## config.mk

```make
export PLATFORM = sky130hd
export DESIGN_NAME = rgb_pwm_controller
export DESIGN_NICKNAME = d
export VERILOG_FILES = /design/src/rtl/rgb_pwm_controller.sv
export SDC_FILE = /design/constraint.sdc
export NUM_CORES = 1
export LEC_CHECK = 0
export CORE_ASPECT_RATIO = 0.9
export CORE_MARGIN = 4
export CORE_UTILIZATION = 25
export CTS_BUF_LIST = sky130_fd_sc_hd__clkbuf_8
export CTS_CLUSTER_DIAMETER = 100
export DETAILED_ROUTE_END_ITERATION = 10
export HOLD_SLACK_MARGIN = 0.05
export PLACE_DENSITY = 0.5
export SETUP_SLACK_MARGIN = 0.4
export SYNTH_ARGS = -nofsm -noshare
export SYNTH_HDL_FRONTEND = slang
export SYNTH_SLANG_ARGS = --single-unit
```

## constraint.sdc

```tcl
create_clock -name clk_in -period 2.37 [get_ports clk_in]
set_input_delay 0.237 -clock clk_in [delete_from_list [all_inputs] [get_ports clk_in]]
set_output_delay 0.237 -clock clk_in [all_outputs]
set_load 0.1 [all_outputs]
```

## src/rtl/rgb_pwm_controller.sv

```systemverilog
// RGB LED driver: per-channel enable, PWM brightness and off/solid/blink/breathe
// modes. Configuration is captured on a load strobe; LED pins are registered.
//
// Breathe direction FSM
//   state   | meaning
//   BR_UP   | br_level ramps toward duty_r, one count per step tick
//   BR_DOWN | br_level ramps back toward 0, one count per step tick
module rgb_pwm_controller #(
    parameter int CLK_FREQ   = 100000000,
    parameter int BLINK_FREQ = 60,
    parameter int N_CH       = 3,
    parameter int PWM_BITS   = 8
) (
    input  logic                clk_in,
    input  logic                reset,
    input  logic                load,
    input  logic [1:0]          mode,
    input  logic [N_CH-1:0]     ch_en,
    input  logic [PWM_BITS-1:0] duty,
    output logic [N_CH-1:0]     led_out,
    output logic                blink_phase
);

    localparam int PRE_MAX = CLK_FREQ / (2 * BLINK_FREQ) - 1;
    localparam int PRE_W   = (PRE_MAX > 0) ? $clog2(PRE_MAX + 1) : 1;
    localparam logic [PRE_W-1:0] PRE_TOP = PRE_W'(PRE_MAX);

    localparam logic [1:0] MODE_OFF     = 2'd0;
    localparam logic [1:0] MODE_SOLID   = 2'd1;
    localparam logic [1:0] MODE_BLINK   = 2'd2;
    localparam logic [1:0] MODE_BREATHE = 2'd3;

    typedef enum logic {
        BR_UP   = 1'b0,
        BR_DOWN = 1'b1
    } br_state_t;

    logic [1:0]          mode_r;
    logic [N_CH-1:0]     en_r;
    logic [PWM_BITS-1:0] duty_r;

    logic [PRE_W-1:0]    pre_cnt;
    logic                step_tick;
    logic [PWM_BITS-1:0] pwm_cnt;

    br_state_t           br_state;
    br_state_t           br_next;
    logic [PWM_BITS-1:0] br_level;
    logic [PWM_BITS-1:0] br_level_nxt;
    logic                br_active;

    logic                sel;

    assign step_tick = (pre_cnt == PRE_TOP);
    // Breathe runs only from a settled breathe config; any load restarts it.
    assign br_active = !load && (mode_r == MODE_BREATHE);

    // Configuration capture on the load strobe.
    always_ff @(posedge clk_in) begin
        if (!reset) begin
            mode_r <= MODE_OFF;
            en_r   <= '0;
            duty_r <= '0;
        end else if (load) begin
            mode_r <= mode;
            en_r   <= ch_en;
            duty_r <= duty;
        end
    end

    // Blink prescaler: wraps at PRE_MAX, toggling the phase and issuing a step.
    always_ff @(posedge clk_in) begin
        if (!reset) begin
            pre_cnt     <= '0;
            blink_phase <= 1'b0;
        end else if (step_tick) begin
            pre_cnt     <= '0;
            blink_phase <= ~blink_phase;
        end else begin
            pre_cnt     <= pre_cnt + PRE_W'(1);
        end
    end

    // Free-running PWM period counter, unaffected by load.
    always_ff @(posedge clk_in) begin
        if (!reset) begin
            pwm_cnt <= '0;
        end else begin
            pwm_cnt <= pwm_cnt + PWM_BITS'(1);
        end
    end

    // Breathe FSM state and level registers.
    always_ff @(posedge clk_in) begin
        if (!reset) begin
            br_state <= BR_UP;
            br_level <= '0;
        end else begin
            br_state <= br_next;
            br_level <= br_level_nxt;
        end
    end

    // Breathe FSM next state: turn around at the duty ceiling and at zero.
    always_comb begin
        br_next = br_state;
        if (!br_active) begin
            br_next = BR_UP;
        end else if (step_tick) begin
            case (br_state)
                BR_UP:   if (br_level >= duty_r) br_next = BR_DOWN;
                BR_DOWN: if (br_level == '0)     br_next = BR_UP;
                default: br_next = BR_UP;
            endcase
        end
    end

    // Breathe FSM output: level holds on a turnaround step, else moves by one.
    always_comb begin
        br_level_nxt = br_level;
        if (!br_active) begin
            br_level_nxt = '0;
        end else if (step_tick) begin
            case (br_state)
                BR_UP:   if (br_level < duty_r)  br_level_nxt = br_level + PWM_BITS'(1);
                BR_DOWN: if (br_level != '0)     br_level_nxt = br_level - PWM_BITS'(1);
                default: br_level_nxt = '0;
            endcase
        end
    end

    // Mode select of the PWM comparator result.
    always_comb begin
        sel = 1'b0;
        case (mode_r)
            MODE_OFF:     sel = 1'b0;
            MODE_SOLID:   sel = (pwm_cnt < duty_r);
            MODE_BLINK:   sel = (pwm_cnt < duty_r) && blink_phase;
            MODE_BREATHE: sel = (pwm_cnt < br_level);
            default:      sel = 1'b0;
        endcase
    end

    // Registered LED drive, gated per channel.
    always_ff @(posedge clk_in) begin
        if (!reset) begin
            led_out <= '0;
        end else begin
            led_out <= en_r & {N_CH{sel}};
        end
    end

endmodule

```

# After elaboration in Yosys (flattened, before gate mapping)
# Cells that the tools add are included.
# word_totals
out_inout_bits	4
word_cells	43
in_bits	16
register_bits	54
# classes
muxes	7
n_reduce_logical	9
add_sub_neg	4
eq_ne	6
order_cmp	4
bitwise_logic	4
# ops
operator	n
$lt 8x8->1	3
$add 20x1->20 const B	1
$eq 20x20->1 const B	1
$add 8x1->8 const B	2
$mux 8	2
$pmux 8 s2	1
$ge 8x8->1	1
$logic_not 8->1	1
$reduce_bool 8->1	1
$sub 8x1->8 const B	1
$eq 2x2->1 const B	2
$pmux 1 s4	1
$and 3x3->3	1
$not 1->1	3
$reduce_and 3->1	1
$eq 2x1->1 const B	1
$logic_and 1x1->1	2
$logic_not 2->1	1
$mux 1	2
$ne 2x1->1 const B	1
$ne 2x2->1 const B	1
$pmux 1 s2	1
$reduce_and 2->1	1
$reduce_or 2->1	1
$logic_not 1->1	1

# Logic depth before layout (Yosys ltp)
# Gate-level depths: netlist of run 1.
# logic_depth
ltp_word	4
ltp_mapped	9

# Worst setup path after synthesis of run 1
# Ideal clock, no wire load.
# synth_path
path_type	reg-to-reg
startpoint	register pre_cnt[16]
endpoint	register br_level[2]
required_time_ps	2243
setup_ps	127
stages_incl_launch_ff	9
path_slack_ps	357
arrival_time_ps	1886
path_cell_list	dfxtp_1 > nor4_1 > nand3_1 > or4_1 > buf_2 > nor3_4 > buf_6 > mux2i_1 > nor2_1
# synth_between
elab_chain_cells	2
# synth_rtl
item	line	source
start, declared	42	logic [PRE_W-1:0] pre_cnt;
start signal, assigned	80	pre_cnt <= pre_cnt + PRE_W'(1);
$eq 20x20->1	54	assign step_tick = (pre_cnt == PRE_TOP);
$reduce_and 3->1 (no line)	--	
end signal, assigned	100	br_level <= br_level_nxt;
end, declared	48	logic [PWM_BITS-1:0] br_level;
# Every way passes these cells.
# A chain may end at the register's enable or synchronous reset.

# Final worst setup path of run 1
# layout_path
startpoint	register pre_cnt[11]
endpoint	register br_level[1]
# The elaborated chain is that of the path after synthesis.

==> results_dict.tcl, run 1 <==
set metrics [dict create \
    route.met3.wl_um 209 \
    layout-drive-gt1-share_pct 15.3 \
    synth-seq-area-share_pct 36.5 \
    start_kind "flip-flop" \
    clock_latency_ns 0.33 \
    diodes 0 \
    grt_pass1_vias 2247 \
    finalClockSkew_ns 0.0196 \
    synthFlopType "dfxtp_1" \
    synth_area_leaders "dfxtp_1 37%, ha_1 13%, mux2i_1 6.1%" \
    cts_buffers 5 \
    slowest_stage "or4_4" \
    multi_input_area_um2 1850 \
    most-common-layout-cells "42 x dfxtp_1, 39 x nor2_1, 30 x ha_1" \
    drc_errors 0 \
    met2_length_mm 2.63 \
    cts_sinks 54 \
    vias_per_cell 4.36 \
    ant_nets 0 \
    start_util_pct 25.7 \
    synth_top_area_share_pct 36.5 \
    slew-limit-headroom_pct 65.5 \
    core_um2 11500 \
    h-tree-depth 2 \
    synth_edf_count 0 \
    vias 2250 \
    r2r_slack_ns 0.38 \
    postSynthAreaPerCell_um2 9.00 \
    hp-class "flip-flop to flip-flop" \
    m1WireLength_mm 3.07 \
    p_leak_nw 1.37 \
    post-place-ws_ns 0.224 \
    worst_setup_path_end_kind "flip-flop" \
    clk_pin_slew_ns 0.12 \
    peakVddDrop_v 0.000202 \
    synth-seq-cells 54 \
    power.density_nw_per_um2 461 \
    syn_inst 329 \
    ys_types 40 \
    finalNetCount 407 \
    period_share_pct 84.1 \
    grt_pass1_wl_mm 10.3 \
    clock.fmax_ghz 0.502 \
    worstReg2RegStart "pre_cnt[11]$_SDFF_PP0_" \
    die_h_um 111 \
    finalWirelength_mm 5.99 \
    row_count 37 \
    fin_tns_setup_ns 0 \
    path_cells "nor4_2 -> nand3_1 -> or4_4 -> nor3_4 -> buf_6 -> buf_4 -> nor2_2 -> a211oi_2" \
    numPortBuffers 19 \
    synth_area_leader_cell "dfxtp_1" \
    hold_viol_final 0 \
    status "finished clean" \
    min_period_ns 1.99 \
    total_power_mw 1.67 \
    syn-cell-area_um2 2960 \
    fin_ws_ns 0.376 \
    ys_warn_count 0 \
    first_pass_iters 6 \
    dp_hpwl_mm 4.49 \
    grt_usage_pct 9.22 \
    critPathLaunch "pre_cnt[11]$_SDFF_PP0_" \
    r2r_cells 8 \
    worstHoldStart "pre_cnt[0]$_SDFF_PP0_" \
    final_common_cell "dfxtp_1" \
    tightest_slew_ns 0.515 \
    cts_buffer_depth 2 \
    gp_congestion 0.771 \
    regArea_um2 1100 \
    crit_fanout 6 \
    setup_viol 0 \
    max_stage_delay_ns 0.58 \
    grt-ovfl-total 0 \
    cts-root-buf "clkbuf_8" \
    slew_violations 0 \
    required_ns 2.60 \
    maxCapViolations 0 \
    cts_tree "yes" \
    crit_type "flip-flop to flip-flop" \
    grt_start_max_net_pins 20 \
    antenna_found_initial 0 \
    die-area_um2 13700 \
    rsz0062_at_grt "true" \
    async_reset_ff_share_pct 0 \
    r2r_end "br_level[1]$_SDFFE_PN0P_" \
    worstSetupEndpoint "br_level[1]$_SDFFE_PN0P_" \
    io_pins 20 \
    areaGrowthSynthToFinish_pct 22.3 \
    fill_cells 1189 \
    syn_nets 377 \
    die_width_um 123 \
    dr.max_layer_used "met4" \
    drt_iter0_drc 116 \
    wl_per_cell_um 11.6 \
    critical_path_arrival_ns 2.23 \
]
-- critical path, delay by kind of cell, from the launching register on --
kind                   cells  cell delay, ns
DFF                        1            0.34
buffers and inverters      2            0.27
and+or+nand+nor            5            1.14
AOI/OAI and AO/OA          1            0.13
-- cells in the mapped netlist, drive strengths merged (2+ instances only) --
library cell	n
o21ai	6
nand2b	3
o21a	3
o211ai	2
a211oi	5
xnor2	20
nor2	41
nor2b	21
xor2	10
clkbuf	3
nand2	13
and3	6
nor4	5
a21o	3
a21oi	10
and2	8
dfxtp	54
nand3	19
nor3	4
buf	5
or3	2
mux2i	18
inv	20
or4	2
nand4	5
ha	31
-- registers in the layout, indices dropped and copies added, names as in the netlist --
register     count
pre_cnt         20
br_level         8
duty_r           8
pwm_cnt          8
en_r             3
led_out          3
mode_r           2
blink_phase      1
br_state         1
-- where the power goes --
part	internal, mW	total, mW	switching [mW]
Sequential	0.930	0.949	0.0192
Clock	0.220	0.557	0.337
Combinational	0.0898	0.164	0.0745
-- metal layers --
metal  vias up  GRT usage [%]
met5         -              0
met4         0           3.13
met3         8           2.50
met2        23           14.2
met1      1036           12.3
li1       1183              -
-- repair_timing --
item | CTS | global route
buffers inserted | 2 | 2
pin swaps | 1 | 6
cloned | 1 | 1
endpoints found under the hold margin | 0 | 0
hold buffers | 0 | 0
endpoints found under the setup margin | 32 | 31
gates resized for setup | 9 | 22
-- per-stage QoR --
step / utilization, % / area, µm² / hold WS, ns / cells
floorplan: - / 2970 / 0.365 / 329
global placement: 29.1 / 3360 / 0.452 / 502
detailed placement: 29.1 / 3360 / 0.459 / 502
CTS: 30.4 / 3500 / 0.476 / 513
global route: 31.4 / 3620 / 0.481 / 516
finish: 31.4 / 3620 / 0.445 / 516
-- worst min-delay path by stage --
stage | cells past startpoint | end | slack, ns
after floorplan | 1 | duty_r[7]$_SDFFE_PN0P_ | 0.37
after global placement | 1 | led_out[1]$_SDFF_PN0_ | 0.45
after detailed placement | 1 | led_out[1]$_SDFF_PN0_ | 0.46
after CTS | 1 | led_out[1]$_SDFF_PN0_ | 0.48
after global routing | 1 | led_out[2]$_SDFF_PN0_ | 0.48
final | 1 | pre_cnt[0]$_SDFF_PP0_ | 0.45
-- layout make-up --
cell class	count	area share, %
clock buffer	5	1.90
clock inverter	3	0.794
inverter	20	2.07
multi-input combinational	247	51.1
sequential	54	30.3
tap	156	5.39
timing repair buffer	31	8.50
-- kinds of logic after synthesis --
| group | Yosys count | share of synthesized area, % |
|---|---|---|
| AOI/OAI and AO/OA | 33 | 7.27 |
| buffers and inverters | 28 | 3.89 |
| muxes | 18 | 6.08 |
| and+or+nand+nor | 134 | 23.6 |
| adders and majority gates | 32 | 13.8 |
| DFF | 54 | 36.5 |
| xor gates and xnor gates | 30 | 8.87 |
Power figures use the tool's default switching activity.
==> run 2, diff against run 1 <==
clock period = 2 ns   (was 2.37 ns; I/O delays follow)
==> run 2 against run 1 <==
  * The flow now finishes with violations (setup timing)
  * Global-route usage is 1.1 points higher
  * Clock power is 41% higher
  * Power is 29% higher
  * Design area is 8.0% higher
  * Non-clock buffer count is 10 higher
  * Hold slack better by 0.027 ns
  * Utilization is 2.5 points higher
  * Via count is 2.5% higher
  * First-iteration DRC count is 13% lower
  * Critical path depth is 1 lower
  * Worst setup slack worse by 0.42 ns
==> results_dict.tcl, run 2 (synthesized netlist as in run 1, its figures left out) <==
set metrics [dict create \
    status "complete, but fails checks" \
    violations "setup timing" \
    grt-ovfl-total 0 \
    worstReg2RegStart "pre_cnt[19]$_SDFF_PP0_" \
    post-place-ws_ns -0.111 \
    numPortBuffers 19 \
    ant_nets 0 \
    row_count 37 \
    first_pass_iters 4 \
    areaGrowthSynthToFinish_pct 32.1 \
    worst_setup_path_end_kind "flip-flop" \
    clk_pin_slew_ns 0.11 \
    largest_register "pre_cnt" \
    clkPwrFrac_pct 36.5 \
    fin_cells 526 \
    io_pins 20 \
    slew_violations 0 \
    critical_path_arrival_ns 2.26 \
    p_switching_mw 0.534 \
    tightest_slew_ns 0.479 \
    combPwrFrac_pct 11.5 \
    peakVddDrop_v 0.000253 \
    gp_congestion 0.711 \
    finalWirelength_mm 6.50 \
    grt_pass1_vias 2343 \
    diodes 0 \
    placed_cell_area_um2 3460 \
    hold_ws_ns 0.472 \
    wl_per_cell_um 12.3 \
    cts_sinks 54 \
    power.density_nw_per_um2 549 \
    start_kind "flip-flop" \
    post-route-util_pct 33.9 \
    cts_tree "yes" \
    h-tree-depth 2 \
    die_width_um 123 \
    total_power_mw 2.15 \
    worstHoldStart "en_r[2]$_SDFFE_PN0P_" \
    fin_ws_ns -0.0479 \
    finalNetCount 417 \
    seq_power_share_pct 52.0 \
    cts-root-buf "clkbuf_8" \
    grt_pass1_wl_mm 11.4 \
    required_ns 2.21 \
    slew-limit-headroom_pct 67.9 \
    hold_viol_final 0 \
    hold_buffers 0 \
    crit_fanout 11 \
    most-common-layout-cells "42 x dfxtp_1, 29 x ha_1, 23 x nor2_1" \
    drt_iter0_drc 101 \
    vias_per_cell 4.39 \
    start_util_pct 25.7 \
    stdcell_area_um2 3910 \
    p_leak_nw 1.42 \
    cts_buffers 5 \
    die_h_um 111 \
    core_um2 11500 \
    dp_hpwl_mm 4.66 \
    clock_latency_ns 0.32 \
    rsz0062_at_grt "true" \
    finalClockSkew_ns 0.0101 \
    antenna_found_initial 0 \
    die-area_um2 13700 \
    grt_usage_pct 10.3 \
    layout-drive-gt1-share_pct 21.9 \
    critPathLaunch "pre_cnt[19]$_SDFF_PP0_" \
    largest_reg_flops 20 \
    setup_viol 5 \
    period_share_pct 102 \
    drc_errors 0 \
    placed_cells 513 \
    min_period_ns 2.05 \
    clock.fmax_ghz 0.488 \
    grt_start_max_net_pins 20 \
    p_int_mw 1.62 \
    fin_tns_setup_ns -0.160 \
    final_common_cell "dfxtp_1" \
    crit_type "flip-flop to flip-flop" \
    vias 2307 \
    cts_buffer_depth 2 \
    hp-class "flip-flop to flip-flop" \
    switching_share_pct 24.8 \
    maxCapViolations 0 \
]
==> run 2: changes by cell type in the layout (fill, tap and decap cells not counted), moves of 3 or more <==
cell     previous run  this run
nor2_1             39        23
nor2_4              0        11
dfxtp_4             0         3
nor4_1              2         5
dfxtp_2            12         9
buf_4              12        19
nor4_2              3         0
buf_16              0         3
nor2_2              2         7
==> run 2: metal layers <==
metal | GRT usage [%] | part of all wire, %
met1 | 13.7 | 48
met4 | 2.24 | 0.68
met5 | 0 | 0
met3 | 2.45 | 2.7
met2 | 16.8 | 48
==> run 2: worst max-delay path: stages, from the launching register on <==
cell and delay [ns]:
dfxtp_2 0.35, nor4bb_4 0.29, nand4b_1 0.13, or4_4 0.59
nor3_4 0.17, buf_12 0.16, mux2i_1 0.19, nor2_1 0.05
==> run 2: worst paths after layout <==
| path | to | slack, ns | depth (start not counted) |
|---|---|---|---|
| worst min-delay path | led_out[2]$_SDFF_PN0_ | 0.47 | 1 |
| worst min register to register | led_out[2]$_SDFF_PN0_ | 0.47 | 1 |
| worst max-delay path | br_level[3]$_SDFFE_PN0P_ | -0.05 | 7 |
| worst max register to register | br_level[3]$_SDFFE_PN0P_ | -0.05 | 7 |
==> run 2: repair_timing <==
item                       in CTS  in global routing
gates resized for setup        51                 16
setup endpoints to repair      33                 33
gates cloned                    3                  0
pin swaps                      10                 13
setup buffers                   1                  1
==> run 2: cell type report <==
class / instances / area [µm²]
clock buffer: 5 / 68.8
clock inverter: 3 / 48.8
fill: 1203 / 7610
inverter: 20 / 77.6
multi-input combinational: 247 / 1980
sequential: 54 / 1100
tap: 156 / 195
timing repair buffer: 41 / 438
==> run 2: power by group through the flow <==
stage,combinational [mW],clock [mW],sequential (mW)
floorplan,0.113,0,1.15
global placement,0.194,0,1.14
detailed placement,0.196,0,1.15
CTS,0.242,0.821,1.12
global route,0.273,0.863,1.12
finish,0.248,0.784,1.12
